===== src/rtl/vga_display_ctrl.sv =====
// vga_display_ctrl: VGA timing generator and pixel output stage.
// Divides the system clock down to the pixel rate, walks the raster counters,
// publishes the current coordinate to the layer generators and drives the VGA
// pins with syncs delayed to line up with the mixer's lookup latency.
module vga_display_ctrl #(
  parameter int CLK_DIV  = 4,
  parameter int H_ACTIVE = 640,
  parameter int H_FP     = 16,
  parameter int H_SYNC   = 96,
  parameter int H_BP     = 48,
  parameter int V_ACTIVE = 480,
  parameter int V_FP     = 10,
  parameter int V_SYNC   = 2,
  parameter int V_BP     = 33,
  parameter int PIPE_LAT = 1
) (
  input  logic        clk,
  input  logic        rst_n,
  input  logic [11:0] Data,
  output logic [9:0]  pix_x,
  output logic [9:0]  pix_y,
  output logic        pix_en,
  output logic        frame_start,
  output logic [3:0]  vga_r,
  output logic [3:0]  vga_g,
  output logic [3:0]  vga_b,
  output logic        vga_hs,
  output logic        vga_vs
);

  localparam int H_TOTAL  = H_ACTIVE + H_FP + H_SYNC + H_BP;
  localparam int V_TOTAL  = V_ACTIVE + V_FP + V_SYNC + V_BP;
  localparam int HS_FIRST = H_ACTIVE + H_FP;
  localparam int HS_LAST  = H_ACTIVE + H_FP + H_SYNC - 1;
  localparam int VS_FIRST = V_ACTIVE + V_FP;
  localparam int VS_LAST  = V_ACTIVE + V_FP + V_SYNC - 1;
  localparam int DIV_W    = (CLK_DIV > 1) ? $clog2(CLK_DIV) : 1;

  logic [DIV_W-1:0] div_cnt;
  logic [9:0]       h_cnt;
  logic [9:0]       v_cnt;

  logic vld_p0, hs_p0, vs_p0;
  logic vld_p1, hs_p1, vs_p1;

  // Forces black whenever the delayed pixel lies outside the visible area.
  function automatic logic [11:0] blank_pixel(input logic vld, input logic [11:0] pix);
    return vld ? pix : 12'h000;
  endfunction

  assign pix_en = (div_cnt == DIV_W'(CLK_DIV - 1));
  assign pix_x  = h_cnt;
  assign pix_y  = v_cnt;

  // Pixel-rate divider and raster counters; frame_start flags the wrap to (0,0).
  always_ff @(posedge clk or negedge rst_n) begin
    if (!rst_n) begin
      div_cnt     <= '0;
      h_cnt       <= '0;
      v_cnt       <= '0;
      frame_start <= 1'b0;
    end else begin
      div_cnt     <= pix_en ? '0 : div_cnt + DIV_W'(1);
      frame_start <= 1'b0;
      if (pix_en) begin
        if (h_cnt == 10'(H_TOTAL - 1)) begin
          h_cnt <= '0;
          if (v_cnt == 10'(V_TOTAL - 1)) begin
            v_cnt       <= '0;
            frame_start <= 1'b1;
          end else begin
            v_cnt <= v_cnt + 10'd1;
          end
        end else begin
          h_cnt <= h_cnt + 10'd1;
        end
      end
    end
  end

  // Stage p0: raw decodes straight from the counters
  assign vld_p0 = (h_cnt < 10'(H_ACTIVE)) && (v_cnt < 10'(V_ACTIVE));
  assign hs_p0  = !((h_cnt >= 10'(HS_FIRST)) && (h_cnt <= 10'(HS_LAST)));
  assign vs_p0  = !((v_cnt >= 10'(VS_FIRST)) && (v_cnt <= 10'(VS_LAST)));

  // Stage p1: decodes delayed by PIPE_LAT pixel ticks to match the mixer
  generate
    if (PIPE_LAT > 0) begin : g_align
      logic [PIPE_LAT-1:0] vld_sr;
      logic [PIPE_LAT-1:0] hs_sr;
      logic [PIPE_LAT-1:0] vs_sr;

      // Shift the decoded triple one slot per pixel tick; reset state is blank.
      always_ff @(posedge clk or negedge rst_n) begin
        if (!rst_n) begin
          vld_sr <= '0;
          hs_sr  <= '1;
          vs_sr  <= '1;
        end else if (pix_en) begin
          vld_sr[0] <= vld_p0;
          hs_sr[0]  <= hs_p0;
          vs_sr[0]  <= vs_p0;
          for (int i = 1; i < PIPE_LAT; i++) begin
            vld_sr[i] <= vld_sr[i-1];
            hs_sr[i]  <= hs_sr[i-1];
            vs_sr[i]  <= vs_sr[i-1];
          end
        end
      end

      assign vld_p1 = vld_sr[PIPE_LAT-1];
      assign hs_p1  = hs_sr[PIPE_LAT-1];
      assign vs_p1  = vs_sr[PIPE_LAT-1];
    end else begin : g_no_align
      assign vld_p1 = vld_p0;
      assign hs_p1  = hs_p0;
      assign vs_p1  = vs_p0;
    end
  endgenerate

  // Stage p2: registered pins, loaded once per pixel tick
  // Output register: sample the mixer pixel and syncs on each pixel tick.
  always_ff @(posedge clk or negedge rst_n) begin
    if (!rst_n) begin
      vga_r  <= 4'h0;
      vga_g  <= 4'h0;
      vga_b  <= 4'h0;
      vga_hs <= 1'b1;
      vga_vs <= 1'b1;
    end else if (pix_en) begin
      {vga_r, vga_g, vga_b} <= blank_pixel(vld_p1, Data);
      vga_hs                <= hs_p1;
      vga_vs                <= vs_p1;
    end
  end

endmodule


===== config.mk =====
export PLATFORM = sky130hd
export DESIGN_NAME = vga_display_ctrl
export DESIGN_NICKNAME = d
export VERILOG_FILES = /design/src/rtl/vga_display_ctrl.sv
export SDC_FILE = /design/constraint.sdc
export NUM_CORES = 1
export LEC_CHECK = 0
export CAP_MARGIN = 20
export CORE_UTILIZATION = 52
export DETAILED_ROUTE_END_ITERATION = 8
export HOLD_SLACK_MARGIN = 0.05
export PLACE_DENSITY_LB_ADDON = 0.15
export SYNTH_ARGS = -nofsm -noshare
export SYNTH_HDL_FRONTEND = slang
export SYNTH_SLANG_ARGS = --single-unit

===== constraint.sdc =====
create_clock -name clk -period 5.2 [get_ports clk]
set_clock_uncertainty 0.1 [all_clocks]
set_input_delay 1.04 -clock clk [delete_from_list [all_inputs] [get_ports clk]]
set_output_delay 1.04 -clock clk [all_outputs]
set_load 0.005 [all_outputs]

; Yosys cells after proc, flatten, opt, wreduce, memory -nomap -nowiden
; Cells that the tools add are included.
[classes]
add_sub_neg = 3
magnitude_cmp = 6
n_eq_ne = 3
n_mux = 7
reduce_logical = 6
[ops]
columns = cell, n
row1 = "10-bit by 1-bit adder with 10-bit output, second input constant", 2
row2 = "10-bit == test, second input constant", 2
row3 = 10-bit 2-to-1 mux, 2
row4 = 12-bit 2-to-1 mux, 1
row5 = "10-bit greater-or-equal comparator, second input constant", 1
row6 = "10-bit by 9-bit greater-or-equal comparator with 1-bit output, second input constant", 1
row7 = "10-bit less-or-equal comparator, second input constant", 1
row8 = "10-bit by 9-bit less-or-equal comparator with 1-bit output, second input constant", 1
row9 = "10-bit less-than comparator, second input constant", 1
row10 = "10-bit by 9-bit less-than comparator with 1-bit output, second input constant", 1
row11 = 1-bit logical AND, 3
row12 = 1-bit 2-to-1 mux, 3
row13 = "2-bit by 1-bit adder with 2-bit output, second input constant", 1
row14 = "2-bit == test, second input constant", 1
row15 = 1-bit zero test, 2
row16 = 2-bit 2-to-1 mux, 1
row17 = 2-bit AND reduction, 1
[word_totals]
regBits = 40
inputBits = 14
out_inout_bits = 36
word_cells = 37

; Logic depth before layout (Yosys ltp)
; Gate-level depths: netlist of the first run.
[depth]
depth_word = 4
ltp_mapped = 7
depth_no_buf = 6

; Worst setup path after synthesis of the first run
; No wires, ideal clock.
[synth_timing]
path_kind = flip-flop to flip-flop
from = register div_cnt[0]
to = register v_cnt[3] (netlist: pix_y[3])
setup_time_ns = 0.121
arrival_time_ns = 1.634
t_required_ns = 4.979
path_slack_ns = 3.345
stages_incl_launch_ff = 6
n_path_buf = 1
cell_sequence = dfrtp_1 -> ha_1 -> nand4_4 -> or4b_4 -> buf_6 -> a22o_1
[synth_between]
elab_chain_len = 2
[synth_lines]
columns = element, line
row1 = start: declaration, 39  ; logic [DIV_W-1:0] div_cnt;
row2 = start signal: assignment, 63  ; div_cnt <= pix_en ? '0 : div_cnt + DIV_W'(1);
row3 = 2-bit == test, 51  ; assign pix_en = (div_cnt == DIV_W'(CLK_DIV - 1));
row4 = named net pix_en, 22  ; output logic pix_en,
row5 = 2-bit AND reduction (no source line), n/a
row6 = end signal: assignment, 72  ; v_cnt <= v_cnt + 10'd1;
row7 = end: declaration, 41  ; logic [9:0] v_cnt;
; The timed path passes the listed nets, and every way through them passes these cells.
; A chain may end at the register's enable or synchronous reset.

; Worst setup path in the final report of the first run
[layout_timing]
from = register h_cnt[5] (netlist: pix_x[5])
to = output port pix_x[5]
[layout_lines]
columns = element, line
row1 = start: declaration, 40  ; logic [9:0] h_cnt;
row2 = start signal: assignment, 75  ; h_cnt <= h_cnt + 10'd1;
row3 = end: declaration, 20  ; output logic [9:0] pix_x,
; No word-level cell between the ends.

==> flow_metrics.tcl, run 1 <==
set metrics [dict create \
    via_per_inst 5.59 \
    cp_max_fo 9 \
    cpMaxStageDelayCell "clkdlybuf4s50_1" \
    antenna_found_initial 0 \
    syn_avg_cell_area_sq_um 10.1 \
    final.setup.tns_ns 0 \
    grt_max_degree 41 \
    io_buffer_count 49 \
    synth_top_family_by_area "simple AND/OR/NAND/NOR gates" \
    hold_viol 0 \
    synth_compound_area_frac 0.106 \
    synthFlopType "dfrtp_1" \
    final_common_cell "clkdlybuf4s50_1" \
    clock_tree.buffer_depth 2 \
    synth_xor_xnor_area_share 0.0366 \
    synth_edf_count 0 \
    ios 50 \
    post_cts_buffers 0 \
    synth_mux_area_frac 0.0170 \
    worst_slew_pin_slew_ns 0.841 \
    clock_insertion_delay_worst_skew_ns 0.35 \
    reg2reg_depth 6 \
    vias 1587 \
    fin_crit_ns 2.61 \
    hp-class "reg2reg" \
    first_pass_iters 4 \
    cts_buffers 5 \
    grtUsageTotal 0.222 \
    clock-sinks 40 \
    yosys_warnings 0 \
    leakagePower_nw 1.03 \
    fill_cells 255 \
    synth.distinct_cells 39 \
    synth-async-reset-ratio 1.00 \
    yosys.area_share.simple 0.222 \
    cts_tree "built" \
    initial_core_util 0.560 \
    cp.arrival_ns 1.47 \
    status "complete, no violations" \
    grt_pass1_wl_microns 6880 \
    synth_cells 190 \
    area_delta_synth_final_pct 30.0 \
    synth_seq_cells 40 \
    syn_nets 209 \
    routed_wl_microns 3960 \
    hp-start "div_cnt[0]" \
    cp-end-kind "primary output" \
    worstSetupStartpoint "pix_x[5]" \
    core_area_sq_um 3420 \
    first_global_vias 1498 \
    clk_pin_slew_ns 0.11 \
    min_path_cells 1 \
    yosysTopAreaCell "dfrtp_1" \
    wl_per_cell_microns 13.9 \
    holdBufCountCts 0 \
    synthAdderAreaFrac 0.0327 \
    num_rows 21 \
    overflow 0 \
    power_w 0.000525 \
    crit_chain "clkdlybuf4s50_1" \
    worstReg2RegStart "div_cnt[0]" \
    yosysTopAreaCellShare 0.471 \
    nets 256 \
    drt-initial-drc-count 98 \
    ant_nets 0 \
    drive_gt1_frac 0.0924 \
    critPathLaunchType "register" \
    fmax_mhz 383 \
    synth-seq-area-share 0.526 \
    max_slew_margin 0.439 \
    dp_hpwl_microns 2690 \
    gp_congestion 0.803 \
    die_x_microns 62.6 \
    drc 0 \
    die-area_sq_um 3920 \
    synth_area_leaders "dfrtp_1 (47%), dfstp_2 (5.5%), nand3_1 (4.7%), o21ai_0 (4.7%), inv_1 (3.5%)" \
    ctsResizeCount 0 \
    final_cell_mix "clkdlybuf4s50_1 (48), dfrtp_1 (36), inv_1 (18), nand3_1 (18), o21ai_0 (18)" \
    num_antenna_cells 0 \
    crit_type "reg2out" \
    maxSlewViolCount 0 \
    setup_viol 0 \
    cts-root-buf "clkbuf_4" \
    maxCapViolCount 0 \
    period_share 0.502 \
    required_ns 4.06 \
    rrSetupSlack_ns 2.82 \
    critPathTopFamily "buffers and inverters" \
    htree_levels 2 \
    vdd_drop_max_v 0.000139 \
    rsz0062_at_grt "no" \
    worst-path-buf-inv 1 \
    die_h_microns 62.6 \
    cpPeakStageDelay_ns 0.57 \
    r2r-end "pix_y[6]" \
    syn_area_sq_um 1910 \
    whs_endpoint "div_cnt[0]" \
    powerDensity_nw_per_um2 211 \
]
cells in the mapped netlist, drive strengths merged, types with 2 or more instances:
| cell | n |
|---|---|
| nand3 | 18 |
| a31oi | 6 |
| nand2 | 8 |
| xor2 | 3 |
| buf | 2 |
| and4 | 2 |
| nor3 | 3 |
| and2 | 4 |
| o22ai | 2 |
| o21ai | 21 |
| nor2 | 11 |
| mux2 | 2 |
| xnor2 | 5 |
| a21oi | 5 |
| inv | 18 |
| dfrtp | 36 |
| nand4 | 9 |
| clkbuf | 8 |
| ha | 5 |
| and3 | 5 |
| nor4b | 2 |
| dfstp | 4 |
stage by stage:
step                instances  area [sq um]  setup slack [ns]   util  hold WS (ns)
global route              284          2480              2.53  0.727         0.354
global placement          276          2420              2.98  0.707         0.313
finish                    284          2480              2.59  0.727         0.331
floorplan                 190          1910              3.35      -         0.303
CTS                       284          2480              2.58  0.727         0.335
detailed placement        276          2420              2.84  0.707         0.320
layout make-up:
| cell class | instances | area (sq um) | share of cell area |
|---|---|---|---|
| flip-flops and latches | 40 | 1010 | 0.405 |
| clock buffers | 8 | 68.8 | 0.0277 |
| inverters | 18 | 67.6 | 0.0272 |
| repair buffers | 50 | 493 | 0.198 |
| multi-input cells | 122 | 792 | 0.319 |
| well taps | 46 | 57.6 | 0.0232 |
state kept, by name, indices dropped and copies added (netlist names):
name            count
vga_g               4
vga_r               4
vga_hs              1
pix_y              10
vga_vs              1
pix_x              10
vga_b               4
frame_start         1
g_align.hs_sr       1
g_align.vs_sr       1
div_cnt             2
g_align.vld_sr      1
how the worst max path moves through the flow:
stage / to / slack (ns) / depth (start not counted)
6_report: pix_x[5] / 2.59 / 1
4_1_cts: pix_x[5] / 2.58 / 1
3_5_place_dp: pix_y[6] / 2.84 / 6
3_3_place_gp: pix_y[6] / 2.98 / 6
5_1_grt: pix_x[5] / 2.53 / 1
2_1_floorplan: pix_y[3] / 3.35 / 5
layer usage:
| metal | part of all wire | vias up | track usage |
|---|---|---|---|
| met4 | 0.020 | 0 | 0.0959 |
| met5 | 0 | - | 0 |
| met2 | 0.48 | 56 | 0.346 |
| met3 | 0.050 | 9 | 0.0511 |
| met1 | 0.45 | 764 | 0.298 |
| li1 | - | 758 | - |
logic make-up after synthesis:
group	count (synthesis)
XOR/XNOR	8
buffers and inverters	28
AND/OR/NAND/NOR	70
AO/OA/AOI/OAI	36
adder cells (fa/ha/maj)	5
multiplexers	3
flip-flops	40
power by group:
group | internal [W] | switching (W) | leakage (nW) | total (W)
combinational | 0.0000174 | 0.0000110 | 0.497 | 0.0000284
sequential | 0.000316 | 0.00000237 | 0.498 | 0.000318
clock | 0.0000796 | 0.0000987 | 0.0386 | 0.000178
Power figures use the tool's default switching activity.
==> inputs of run 2 (changes only) <==
--- a/config.mk
+++ b/config.mk
@@ -6,7 +6,7 @@
 export NUM_CORES = 1
 export LEC_CHECK = 0
 export CAP_MARGIN = 20
-export CORE_UTILIZATION = 52
+export CORE_UTILIZATION = 43
 export DETAILED_ROUTE_END_ITERATION = 8
 export HOLD_SLACK_MARGIN = 0.05
 export PLACE_DENSITY_LB_ADDON = 0.15
==> constraint.sdc (replaced) <==
create_clock -name clk -period 2.3 [get_ports clk]
set_clock_uncertainty 0.1 [all_clocks]
set_input_delay 0.46 -clock clk [delete_from_list [all_inputs] [get_ports clk]]
set_output_delay 0.46 -clock clk [all_outputs]
set_load 0.005 [all_outputs]
==> run 2 against run 1 <==
  * Clock-buffer cell count did not move
  * Wire length fell by 4.0%
  * Sequential cell count did not move
  * Register-to-register slack got worse by 2.4 ns
  * Setup slack got worse by 2.4 ns
  * Non-clock buffer count rose by 3
  * Combinational power rose by 130%
==> flow_metrics.tcl, run 2 (synthesis results as in run 1) <==
set metrics [dict create \
    gp_congestion 0.790 \
    vias 1528 \
    fin_cells 291 \
    cp.arrival_ns 1.50 \
    die_h_microns 68.7 \
    holdBufCountCts 0 \
    io_buffer_count 49 \
    swShare 0.203 \
    dp_hpwl_microns 2600 \
    drt-initial-drc-count 112 \
    pwr-share-clk 0.374 \
    initial_core_util 0.461 \
    max_slew_margin 0.670 \
    ctsResizeCount 0 \
    maxSlewViolCount 0 \
    num_rows 23 \
    setup_viol 0 \
    comb_power_share 0.052 \
    dp_cells 283 \
    ios 50 \
    crit_type "reg2out" \
    clock_tree.buffer_depth 2 \
    period_share 0.895 \
    nets 259 \
    grt_pass1_wl_microns 6430 \
    final.setup.tns_ns 0 \
    htree_levels 2 \
    first_global_vias 1375 \
    clk_pin_slew_ns 0.07 \
    intPower_w 0.000999 \
    grtUsageTotal 0.188 \
    maxCapViolCount 0 \
    ant_nets 0 \
    fin_crit_ns 2.06 \
    rsz0062_at_grt "no" \
    power_frac_seq 0.574 \
    clock_insertion_delay_worst_skew_ns 0.29 \
    drc 0 \
    antenna_found_initial 0 \
    leakagePower_nw 1.06 \
    powerDensity_nw_per_um2 495 \
    fmax_mhz 486 \
    fill_cells 373 \
    num_antenna_cells 0 \
    drive_gt1_frac 0.0996 \
    via_per_inst 5.25 \
    cts_buffers 5 \
    clock-sinks 40 \
    first_pass_iters 4 \
    p_switching_w 0.000255 \
    cp_max_fo 5 \
    die_x_microns 68.7 \
    routed_wl_microns 3800 \
    cts_tree "built" \
    status "complete, no violations" \
    hold_viol 0 \
    required_ns 1.74 \
    wl_per_cell_microns 13.1 \
    cp-end-kind "primary output" \
    area_delta_synth_final_pct 32.5 \
    hp-class "in2async" \
    cts-root-buf "clkbuf_8" \
    critPathLaunchType "register" \
    final_cell_mix "clkdlybuf4s50_1 (48), dfrtp_1 (36), inv_1 (18), nand3_1 (18), o21ai_0 (18)" \
    grt_max_degree 41 \
    overflow 0 \
    post_cts_buffers 0 \
    final_common_cell "clkdlybuf4s50_1" \
    worst_slew_pin_slew_ns 0.495 \
    vdd_drop_max_v 0.000305 \
    die-area_sq_um 4720 \
    core_area_sq_um 4140 \
]
[run 2: changes by cell type in the layout (fill, tap and decap cells not counted)]
cell	delta
clkbuf_1	+1
clkbuf_8	+4
buf_4	+3
clkbuf_4	-5
[run 2: worst paths after layout]
path / startpoint / endpoint / slack [ns] / cells after the start
setup reg to reg: div_cnt[0] / pix_y[3] / 0.37 / 4
max in group asynchronous: rst_n / g_align.hs_sr / 1.62 / 2
min in group clk: div_cnt[0] / div_cnt[0] / 0.33 / 1
hold / removal: rst_n / vga_g[3] / 0.11 / 2
hold reg to reg: div_cnt[0] / div_cnt[0] / 0.33 / 1
setup / recovery: div_cnt[0] / pix_en / 0.24 / 2
[run 2: area by class of cell]
type,instances,area [sq um],share of cell area
Sequential cell,40,1010,0.397
Multi-Input combinational cell,122,792,0.313
Timing Repair Buffer,53,515,0.203
Clock buffer,8,90.1,0.0356
Inverter,18,67.6,0.0267
Tap cell,50,62.6,0.0247
[run 2: worst max-delay path, stage by stage, from the launching register on]
cell and delay (ns):
dfrtp_1 0.35, ha_1 0.29, clkdlybuf4s50_1 0.56
[run 2: per-stage QoR]
stage	setup slack, ns	hold slack (ns)	instance area (sq um)	power, W	utilization
6_report	0.241	0.111	2530	0.00125	0.611
5_1_grt	0.148	0.166	2530	0.00131	0.611
4_1_cts	0.230	0.137	2530	0.00128	0.611
3_5_place_dp	0.366	0.325	2440	0.000800	0.590
3_3_place_gp	0.437	0.312	2440	0.000800	0.590
2_1_floorplan	0.445	0.0644	1910	0.000741	-
[run 2: per-layer routing]
layer | share of wire | track usage | vias up
met1 | 0.47 | 0.253 | 722
met3 | 0.052 | 0.0444 | 7
li1 | - | - | 760
met2 | 0.46 | 0.287 | 39
met5 | 0 | 0 | -
met4 | 0.017 | 0.0859 | 0
[run 2: power groups by stage]
stage | clock network (W) | logic (W) | registers, W
after floorplan | 0 | 0.00000672 | 0.000734
after global placement | 0 | 0.0000675 | 0.000732
after detailed placement | 0 | 0.0000677 | 0.000733
after CTS | 0.000489 | 0.0000680 | 0.000719
after global routing | 0.000520 | 0.0000740 | 0.000721
final | 0.000469 | 0.0000656 | 0.000719
